**src/rtl/exmem_pkg.sv**
```systemverilog
// exmem_pkg: shared constants and types for the
// two-requester user-area memory arbiter.
package exmem_pkg;

  localparam int MEM_N = 10;
  localparam int LAT = MEM_N + 1;

  localparam logic M0 = 1'b0;
  localparam logic M1 = 1'b1;

  localparam int ARB_RR = 0;
  localparam int ARB_FIXED = 1;

  typedef struct packed {
    logic valid;
    logic id;
  } tag_t;

endpackage

```
**src/rtl/exmem_tag_pipe.sv**
```systemverilog
// exmem_tag_pipe: shift register of owner tags that
// lines up with the fixed-latency memory ack.
module exmem_tag_pipe
  import exmem_pkg::*;
#(
  parameter int DEPTH = LAT
) (
  input  logic clk,
  input  logic rst_n,
  input  logic push,
  input  logic push_id,
  output logic head_valid,
  output logic head_id
);

  tag_t [DEPTH-1:0] pipe;
  tag_t             tag_in;

  assign tag_in = '{valid: push, id: push & push_id};

  always_ff @(posedge clk or negedge rst_n) begin
    if (!rst_n) begin
      pipe <= '0;
    end else begin
      pipe <= {pipe[DEPTH-2:0], tag_in};
    end
  end

  assign head_valid = pipe[DEPTH-1].valid;
  assign head_id = pipe[DEPTH-1].id;

endmodule

```
**src/rtl/exmem_arbiter.sv**
```systemverilog
// exmem_arbiter: shares one pipelined memory between
// fetch (M0) and data (M1) Wishbone requesters.
module exmem_arbiter
  import exmem_pkg::*;
#(
  parameter int N = MEM_N,
  parameter int ARB_MODE = ARB_RR
) (
  input  logic        clk,
  input  logic        rst_n,
  input  logic        m0_stb,
  input  logic        m0_we,
  input  logic [3:0]  m0_sel,
  input  logic [31:0] m0_adr,
  input  logic [31:0] m0_dat_i,
  output logic        m0_ack,
  output logic [31:0] m0_dat_o,
  input  logic        m1_stb,
  input  logic        m1_we,
  input  logic [3:0]  m1_sel,
  input  logic [31:0] m1_adr,
  input  logic [31:0] m1_dat_i,
  output logic        m1_ack,
  output logic [31:0] m1_dat_o,
  output logic        mem_stb,
  output logic        mem_we,
  output logic [3:0]  mem_sel,
  output logic [31:0] mem_adr,
  output logic [31:0] mem_dat_o,
  input  logic        mem_ack,
  input  logic [31:0] mem_dat_i,
  output logic        err
);

  logic pend0;
  logic pend1;
  logic last_grant;
  logic elig0;
  logic elig1;
  logic gnt0;
  logic gnt1;
  logic head_valid;
  logic head_id;
  logic drop0;
  logic drop1;
  logic fault;

  // Gating with rst_n keeps every output low during reset.
  assign elig0 = m0_stb & ~pend0 & rst_n;
  assign elig1 = m1_stb & ~pend1 & rst_n;

  always_comb begin
    gnt0 = 1'b0;
    gnt1 = 1'b0;
    unique case (1'b1)
      (elig0 & elig1): begin
        if (ARB_MODE == ARB_FIXED || last_grant == M1)
          gnt0 = 1'b1;
        else
          gnt1 = 1'b1;
      end
      (elig0 & ~elig1): gnt0 = 1'b1;
      (~elig0 & elig1): gnt1 = 1'b1;
      default: ;
    endcase
  end

  assign mem_stb = gnt0 | gnt1;

  always_comb begin
    mem_we = 1'b0;
    mem_sel = '0;
    mem_adr = '0;
    mem_dat_o = '0;
    unique case (1'b1)
      gnt0: begin
        mem_we = m0_we;
        mem_sel = m0_sel;
        mem_adr = m0_adr;
        mem_dat_o = m0_dat_i;
      end
      gnt1: begin
        mem_we = m1_we;
        mem_sel = m1_sel;
        mem_adr = m1_adr;
        mem_dat_o = m1_dat_i;
      end
      default: ;
    endcase
  end

  exmem_tag_pipe #(
    .DEPTH(N + 1)
  ) u_tags (
    .clk(clk),
    .rst_n(rst_n),
    .push(mem_stb),
    .push_id(gnt1),
    .head_valid(head_valid),
    .head_id(head_id)
  );

  assign m0_ack = mem_ack & head_valid & (head_id == M0);
  assign m1_ack = mem_ack & head_valid & (head_id == M1);
  assign m0_dat_o = rst_n ? mem_dat_i : '0;
  assign m1_dat_o = rst_n ? mem_dat_i : '0;

  // A missing ack still frees its owner so the stb retries.
  assign drop0 = head_valid & ~mem_ack & (head_id == M0);
  assign drop1 = head_valid & ~mem_ack & (head_id == M1);
  assign fault = mem_ack ^ head_valid;

  always_ff @(posedge clk or negedge rst_n) begin
    if (!rst_n) begin
      pend0 <= 1'b0;
      pend1 <= 1'b0;
      last_grant <= M1;
      err <= 1'b0;
    end else begin
      pend0 <= (pend0 & ~m0_ack & ~drop0) | gnt0;
      pend1 <= (pend1 & ~m1_ack & ~drop1) | gnt1;
      if (mem_stb)
        last_grant <= gnt1;
      err <= err | fault;
    end
  end

endmodule

```
**config.mk**
```make
export PLATFORM = sky130hd
export DESIGN_NAME = exmem_arbiter
export DESIGN_NICKNAME = d
export VERILOG_FILES = /design/src/rtl/exmem_pkg.sv /design/src/rtl/exmem_tag_pipe.sv /design/src/rtl/exmem_arbiter.sv
export SDC_FILE = /design/constraint.sdc
export NUM_CORES = 1
export LEC_CHECK = 0
export CAP_MARGIN = 20
export CORE_AREA = 4 4 120 122
export CTS_BUF_LIST = sky130_fd_sc_hd__clkbuf_16
export DETAILED_ROUTE_END_ITERATION = 12
export DIE_AREA = 0 0 124 126
export PLACE_DENSITY_LB_ADDON = 0.15
export SLEW_MARGIN = 20
export SYNTH_ARGS = -nofsm -noshare
export SYNTH_HDL_FRONTEND = slang
export SYNTH_HIERARCHICAL = 1
export SYNTH_SLANG_ARGS = --single-unit
```
**constraint.sdc**
```tcl
create_clock -name clk -period 2.7 [get_ports clk]
set_input_delay 0.81 -clock clk [delete_from_list [all_inputs] [get_ports clk]]
set_output_delay 0.81 -clock clk [all_outputs]
set_load 0.005 [all_outputs]
```
* Word level (Yosys, flattened, before mapping)
Cells that the tools add are included.
Word-level totals: register bits after elaboration 26, input port bits 175, output and inout port bits 137, logic and storage cells 68
Cells by class: muxes and demuxes 9, bitwise logic cells 33
Operators by type and width (number):
- one-hot mux 32 bit (2 select lines) | 2
- two-way mux 32 bit | 1
- bitwise AND 1 bit | 18
- inverter 1 bit | 10
- one-hot mux 4 bit (2 select lines) | 1
- one-hot mux 1 bit (2 select lines) | 3
- OR 1 bit | 4
- two-way mux 1 bit | 2
- bitwise XOR 1 bit | 1

* Longest topological paths before layout
Gate-level depths: netlist of the first run.
word-level depth 8, gate-level depth with buffers 5, mapped depth without buffers 5

* Cells and area by module
The synthesis of the first run kept the hierarchy.
Modules (own cells, without submodules):
- exmem_arbiter | instances 1, cells an instance 176, area each 1430.1 um^2, sequential area each 101.3 um^2
- exmem_tag_pipe | instances 1, cells an instance 23, area each 556.8 um^2, sequential area each 550.5 um^2

* Least setup slack after synthesis of the first run
Ideal clock, no wire load.
path type input to output, from input m0_stb, to output mem_adr[10], arrival time 1.624 ns, data required time 1.890 ns, setup slack 0.266 ns, stages on the path 5, buffers on the path 2, cells stage by stage and2b_2 o311a_1 buf_4 buf_6 a22o_1
Between the ends: longest elaborated chain between the ends 6, elaborated cells on any way between the ends 9, those cells by class 3 x mux; 6 x bitwise
RTL lines:
- from (decl) | RTL line exmem_arbiter.sv:11 | input logic m0_stb,
- bitwise AND 1 bit (*) (2 in a row) | RTL line exmem_arbiter.sv:49 | assign elig0 = m0_stb & ~pend0 & rst_n;
- inverter 1 bit | RTL line exmem_arbiter.sv:63 | (~elig0 & elig1): gnt1 = 1'b1;
- bitwise AND 1 bit | RTL line exmem_arbiter.sv:63
- one-hot mux 1 bit (2 select lines) | RTL line exmem_arbiter.sv:55 | unique case (1'b1)
- one-hot mux 32 bit (2 select lines) (*) | RTL line exmem_arbiter.sv:75 | unique case (1'b1)
- to (decl) | RTL line exmem_arbiter.sv:28 | output logic [31:0] mem_adr,
Every way passes the cells marked *; elsewhere a longest branch is shown, timed or not.

* Worst setup path in the final report of the first run
from input m0_stb, to output mem_adr[18]
Same word-level chain as after synthesis.

==> summary.txt, run 1 <==
Status
  • Status: finished, violations left
  • Failing checks: negative setup slack

Setup path
  • Data required time of the worst path: around 1.9 ns
  • Data arrival, critical path: 2.05 ns
  • R2r setup slk: between 1 and 1.5 ns
  • Critical Path Source Type: input port
  • Crit Path Max Fanout: 5
  • WS Path Type: input port to output pin
  • Critical Path End Type: output pin
  • Crit path depth: 9
  • Worst path top cell family by delay: buffers and inverters
  • Worst path slowest cell: and2b_2
  • Most common cell type on the critical path: buf_6
  • Critical Path, Cell by Cell: buf_6 -> and2b_2 -> a21oi_4 -> buf_6 -> buf_6 -> buf_6 -> clkbuf_16 -> a22o_1 -> clkbuf_2
  • Worst path max stage delay: around 0.23 ns
  • Buffers & Inverters on Critical Path: 6
  • Reg2reg path depth: 7

Route
  • Detailed-route wire length: 12960 um
  • DR vias: ~2800
  • Vias per cell: 4.113
  • Drt wl/cell: 18.75 um
  • DR pass1 iterations: 4
  • Initial DRC Count: between 100 and 150
  • DRC Markers: 0
  • Antenna-violating nets left: 0

Power and ir drop
  • Switching Power: 0.5737 mW
  • Sw Ratio: 0.2864
  • Int Pwr: about 1.4 mW
  • Pwr/cell area: approximately 370 nW/um^2
  • Pleak: 2.435 nW
  • Combinational power share: 0.595
  • Clock Power Share: 0.161
  • VDD IR max: between 0.3 and 0.4 mV
  • Flop pwr share: 0.244

Clocking
  • Clock sinks: 26
  • Total CTS buffers: 3
  • CTS Root Cell: clkbuf_16
  • H-tree Lvls: 1
  • Clock Tree Buf Depth: 2
  • CTS tree: yes
  • Clock latency on the worst-skew pair: approximately 0.25 ns
  • Reg clk slew, reported paths: 0.06 ns

Yosys
  • Ys flop type: dfrtp_1
  • Post-synth EDFFs: 0
  • Async SR Flop Fraction: 1.000
  • Cell Area, Synth: 1987 um^2
  • Avg Cell Area, Syn: roughly 10 um^2
  • Synthesized instance count: 199
  • Synth cell types: 22
  • Yosys top cell area share: 0.3149
  • Net count after synthesis: between 300 and 400
  • #FFs+latches synth: 26
  • Yosys top cell by area: dfrtp_1
  • Yosys warning count: 6
  • Seq/Total Area, Yosys: 0.3281
  • Top cells by area, synth: dfrtp_1, a22o_1, buf_4, and2_1, buf_6

STA
  • Hold Vio Cnt, Final: 0
  • Final setup viols: ~120
  • RSZ-0062 raised after global routing: yes
  • Rel. slew slack: 0.8499
  • Final period demand of the worst path: about 2.9 ns
  • Final period util: 1.060
  • Worst Skew: approximately 0.0011 ns
  • Setup TNS: -6.377 ns
  • Final Max Tran Viols: 0
  • Worst Max-Slew Pin Slew: between 0.2 and 0.25 ns
  • Setup slack after layout: -0.1608 ns
  • Fmax: around 350 MHz

Layout
  • Most common cell after layout, fill and taps aside: clkdlybuf4s50_1
  • Nets: just under 700
  • P&R area growth vs syn: 172.3%
  • Share of post-route cells with drive strength above 1: 0.2583
  • Most frequent cells in the layout: clkdlybuf4s50_1, a22o_1, buf_2, and2_1, buf_6
  • Diodes inserted: 0

Placement
  • GPL Wtd Cong: ~0.89
  • DP HPWL: 10360 um
  • Setup WS pre-CTS: -0.8093 ns
  • IO buf count: around 310

Die
  • Die Area: 15620 um^2
  • Die Span X: roughly 120 um
  • Core Region: around 13000 um^2
  • Site row count: 42
  • Initial Util: 0.1506
  • Top-Level Pins: between 300 and 400
  • Die Ht: roughly 130 um

Global routing
  • GRT overflow: 0
  • Initial antenna violation count: 0
  • Gr usage total: 0.1481
  • First-pass GRT wire length: 17280 um
  • Pin count of the biggest net entering global routing: 46
  • Vias in the first global route: 2854

Hold path
  • Min-Delay Path Depth: 0
  • Worst min path class: flip-flop to flip-flop

Job
  • Max-Cap Viols: 0
[per-layer routing]
layer / routed length [um] / vias to the layer above / global-route usage
met1: 4283 / 1306 / 0.1473
met2: 7031 / 196 / 0.2972
li1: - / 1334 / -
met3: 1541 / 6 / 0.04978
met5: 0 / - / 0
met4: 101 / 0 / 0.01869
[cell type report]
cell class | count | area (um^2)
fillers | 1295 | 7780
repair buffers | 363 | 3488
multi-input cells | 120 | 963.4
flip-flops and latches | 26 | 651.9
well taps | 176 | 220.2
clock buffers | 3 | 75.07
inverters | 2 | 7.507
clock inverters | 1 | 3.754
[repair_timing]
action                     in CTS  in global routing
buffers inserted               19                 17
gates cloned                    7                  3
pin swaps                       8                 52
setup endpoints to repair     136                135
hold buffers                    0                  0
hold endpoints to repair        0                  0
gates resized for setup       204                100
[power groups by stage]
stage               clock network, mW  registers [mW]  logic [mW]
finish                          0.322           0.489        1.19
global route                    0.351           0.499        1.28
CTS                             0.328           0.490        1.23
detailed placement                  0           0.492        1.11
global placement                    0           0.490        1.11
floorplan                           0           0.485       0.394
[synth_stat cells (2+ instances only)]
master,instances
a22o_1,69
dfrtp_1,25
clkbuf_1,3
buf_2,8
nand2b_1,2
inv_1,2
buf_4,33
nor2b_1,2
buf_6,7
o21ai_0,2
and2_1,34
ha_1,2
[final timing paths]
path                                      start        endpoint
worst max-delay path                     m0_stb     mem_adr[18]
worst min-delay path            u_tags/pipe[18]  u_tags/head_id
worst max register to register            pend0  u_tags/pipe[0]
worst min register to register  u_tags/pipe[18]  u_tags/head_id
max in group asynchronous                 rst_n  u_tags/pipe[8]
min in group asynchronous                 rst_n  u_tags/pipe[5]
[through the flow]
stage / hold WS, ns / instances / cell area (um^2) / util / power (mW)
finish: 0.3472 / 691 / 5410 / 0.4102 / 2.003
global route: 0.3534 / 691 / 5410 / 0.4102 / 2.131
CTS: 0.3499 / 677 / 5398 / 0.4092 / 2.050
detailed placement: 0.3358 / 648 / 5086 / 0.3856 / 1.599
global placement: 0.3345 / 648 / 5086 / 0.3856 / 1.597
floorplan: 0.3312 / 199 / 1987 / - / 0.8795
[sequential cells by signal, summed over array words and instances (netlist names)]
name	cells
err	1
last_grant	1
pend0	1
pend1	1
u_tags/head_id	1
u_tags/head_valid	1
u_tags/pipe	20
[cell families (layout without fill, tap and decap cells)]
logic type,Yosys count,after routing,synth area share
simple gates,41,41,0.1297
buf+inv,53,369,0.1940
fa+ha+maj,2,2,0.01259
compound gates,77,77,0.3356
flops,26,26,0.3281
(Power assumes the default switching activity.)
==> run 2: changes to the inputs <==
--- a/config.mk
+++ b/config.mk
@@ -6,10 +6,13 @@
 export NUM_CORES = 1
 export LEC_CHECK = 0
 export CAP_MARGIN = 20
-export CORE_AREA = 4 4 120 122
+export CELL_PAD_IN_SITES_DETAIL_PLACEMENT = 1
+export CELL_PAD_IN_SITES_GLOBAL_PLACEMENT = 2
+export CORE_MARGIN = 4
+export CORE_UTILIZATION = 10
 export CTS_BUF_LIST = sky130_fd_sc_hd__clkbuf_16
+export CTS_CLUSTER_DIAMETER = 40
 export DETAILED_ROUTE_END_ITERATION = 12
-export DIE_AREA = 0 0 124 126
 export PLACE_DENSITY_LB_ADDON = 0.15
 export SLEW_MARGIN = 20
 export SYNTH_ARGS = -nofsm -noshare
==> summary.txt, run 2 (same netlist as run 1, synthesis figures left out) <==
Status
  • Status: finished, violations left
  • Failing checks: negative setup slack

Route
  • Drt wl/cell: 19.52 um (+4.1%)
  • Detailed-route wire length: 15050 um (+16%)
  • Vias per cell: 3.737 (-9.1%)
  • Initial DRC Count: 33 (-69%)
  • DRC Markers: 0 (unchanged)
  • Antenna-violating nets left: 0 (unchanged)
  • DR pass1 iterations: 4 (unchanged)
  • DR vias: 2881 (+1.4%)

Placement
  • GPL Wtd Cong: 0.7440 (-17%)
  • Area after DPL: 5182 um^2 (+1.9%)
  • Post-Place Cells: 735 (+13%)
  • IO buf count: 311 (unchanged)
  • DP HPWL: 10920 um (+5.4%)

Clocking
  • # hold bufs at CTS: 0 (unchanged)
  • H-tree Lvls: 1 (unchanged)
  • Clock Tree Buf Depth: 2 (unchanged)
  • Total CTS buffers: 3 (unchanged)
  • Reg clk slew, reported paths: 0.06 ns (about the same)
  • Clock latency on the worst-skew pair: 0.26 ns (about the same)
  • Clock sinks: 26 (unchanged)
  • CTS tree: yes
  • CTS Root Cell: clkbuf_16

Layout
  • Final Util: 0.2859 (-0.1243)
  • Nets: 683 (-1.4%)
  • Biggest register: u_tags/pipe
  • Most frequent cells in the layout: clkdlybuf4s50_1, a22o_1, buf_2, dlygate4sd2_1, and2_1
  • Max reg flops: 20 (unchanged)
  • Share of post-route cells with drive strength above 1: 0.2495 (-0.008747)
  • Non-Filler Instances: 771 (+12%)
  • P&R area growth vs syn: 181.0%
  • Final instance area: 5583 um^2 (+3.2%)
  • Most common cell after layout, fill and taps aside: clkdlybuf4s50_1

STA
  • Fmax: 342.3 MHz (-2.1%)
  • Final period util: 1.082 (+0.02262)
  • Hold Vio Cnt, Final: 0 (unchanged)
  • Final Max Tran Viols: 0 (unchanged)
  • Final period demand of the worst path: 2.922 ns (+0.06108 ns)
  • Worst Max-Slew Pin Slew: 0.2484 ns (+0.02323 ns)
  • Worst Skew: 0.003190 ns (+0.002138 ns)
  • Rel. slew slack: 0.8326 (-0.01724)
  • Setup slack after layout: -0.2218 ns (-0.06108 ns)
  • RSZ-0062 raised after global routing: yes
  • Final setup viols: 69 (-42%)
  • Hold slack: 0.3464 ns (-0.0007840 ns)

Setup path
  • Crit Path Max Fanout: 5 (unchanged)
  • WS Path Type: input port to output pin
  • Worst path max stage delay: 0.24 ns (about the same)
  • Data required time of the worst path: 1.89 ns (about the same)
  • Data arrival, critical path: 2.11 ns (+0.06 ns)
  • Critical Path, Cell by Cell: buf_6 -> and2b_2 -> o311a_4 -> buf_6 -> buf_8 -> buf_6 -> buf_16 -> a22o_1 -> buf_2
  • Critical Path Source Type: input port
  • Worst path slowest cell: and2b_2
  • Critical Path End Type: output pin
  • Most common cell type on the critical path: buf_6

Die
  • Top-Level Pins: 312 (unchanged)
  • Die Span X: 149.0 um (+20%)
  • Site row count: 51 (+21%)
  • Core Region: 19530 um^2 (+48%)
  • Die Ht: 149.0 um (+18%)
  • Die Area: 22190 um^2 (+42%)
  • Initial Util: 0.1018 (-0.04888)

Power and ir drop
  • Clock Power Share: 0.193 (+0.032)
  • Pleak: 2.757 nW (+13%)
  • Combinational power share: 0.582 (-0.013)
  • Int Pwr: 1.562 mW (+9.3%)
  • Flop pwr share: 0.225 (-0.019)
  • VDD IR max: 0.2061 mV (-38%)
  • Sw Ratio: 0.2843 (-0.002136)
  • Pwr/cell area: 390.8 nW/um^2 (+5.6%)
  • Switching Power: 0.6203 mW (+8.1%)

Global routing
  • GRT overflow: 0 (unchanged)
  • First-pass GRT wire length: 20560 um (+19%)
  • Vias in the first global route: 3223 (+13%)
  • Gr usage total: 0.1225 (-0.02566)
  • Pin count of the biggest net entering global routing: 50 (+8.7%)
  • Initial antenna violation count: 0 (unchanged)

Job
  • Max-Cap Viols: 0 (unchanged)

Hold path
  • Worst min path class: flip-flop to flip-flop
run 2: cell types whose count changed in the layout (fill, tap and decap cells not counted), moves of 2 or more:
cell             previous run  this run
and2_1                     34        32
clkbuf_16                   6         4
clkdlybuf4s15_2             3         0
dlygate4sd2_1               1        56
buf_8                       5         2
buf_16                      4        14
clkdlybuf4s50_1           236       172
dlymetal6s2s_1              0         9
buf_4                      14         9
buf_12                      4        11
clkbuf_2                    5         8
buf_6                      26        10
and2_4                      0         2
run 2: worst paths after layout:
kind,startpoint,end,slack [ns],cells after the start
worst min register to register,u_tags/pipe[8],u_tags/pipe[10],0.35,0
worst min-delay path,u_tags/pipe[8],u_tags/pipe[10],0.35,0
min in group asynchronous,rst_n,pend0,0.56,2
worst max register to register,pend1,pend0,1.11,6
worst max-delay path,m0_stb,mem_adr[28],-0.22,9
max in group asynchronous,rst_n,u_tags/pipe[5],1.80,3
run 2: layout make-up:
cell class | count | area (um^2)
fillers | 2284 | 13940
repair buffers | 353 | 3516
multi-input cells | 120 | 968.4
flip-flops and latches | 26 | 651.9
well taps | 265 | 331.6
clock buffers | 3 | 75.07
clock inverters | 1 | 30.03
inverters | 2 | 7.507
diodes | 1 | 2.502
run 2: per-stage QoR:
step	setup TNS [ns]	total power [mW]	setup WS [ns]
final	-7.711	2.182	-0.2218
after global routing	-10.87	2.326	-0.2738
after CTS	-10.69	2.268	-0.2285
after detailed placement	-68.51	1.597	-0.8202
after global placement	-69.32	1.594	-0.8322
after floorplan	0	0.8795	0.2664
run 2: worst max-delay path: cells and delay by family:
family                 cells  cell delay (ns)
AOI/OAI and AO/OA          2             0.34
buffers and inverters      6             0.73
and+or+nand+nor            1             0.24
run 2: routing by layer:
| metal | GRT usage | up-vias | share of wire |
|---|---|---|---|
| met3 | 0.04649 | 12 | 0.11 |
| met2 | 0.2496 | 223 | 0.55 |
| met4 | 0.02059 | 0 | 0.014 |
| li1 | - | 1324 | - |
| met1 | 0.1160 | 1322 | 0.33 |
| met5 | 0 | - | 0 |
run 2: what timing repair did:
action	in CTS	in global routing
setup endpoints to repair	136	80
resized for setup	367	22
pin swaps	5	9
setup buffers	17	1
cloned	16	1
run 2: power by group through the flow:
stage / clock [mW] / sequential [mW] / combinational, mW
final: 0.421 / 0.490 / 1.27
after global routing: 0.454 / 0.500 / 1.37
after CTS: 0.437 / 0.493 / 1.34
after detailed placement: 0 / 0.497 / 1.10
after global placement: 0 / 0.493 / 1.10
after floorplan: 0 / 0.485 / 0.394
==> run 3: changes to the inputs <==
--- a/config.mk
+++ b/config.mk
@@ -11,7 +11,7 @@
 export CORE_MARGIN = 4
 export CORE_UTILIZATION = 10
 export CTS_BUF_LIST = sky130_fd_sc_hd__clkbuf_16
-export CTS_CLUSTER_DIAMETER = 40
+export CTS_CLUSTER_DIAMETER = 120
 export DETAILED_ROUTE_END_ITERATION = 12
 export PLACE_DENSITY_LB_ADDON = 0.15
 export SLEW_MARGIN = 20
==> results of run 3 <==
Same layout as run 2: the final DEF is identical, and so are final timing and power.
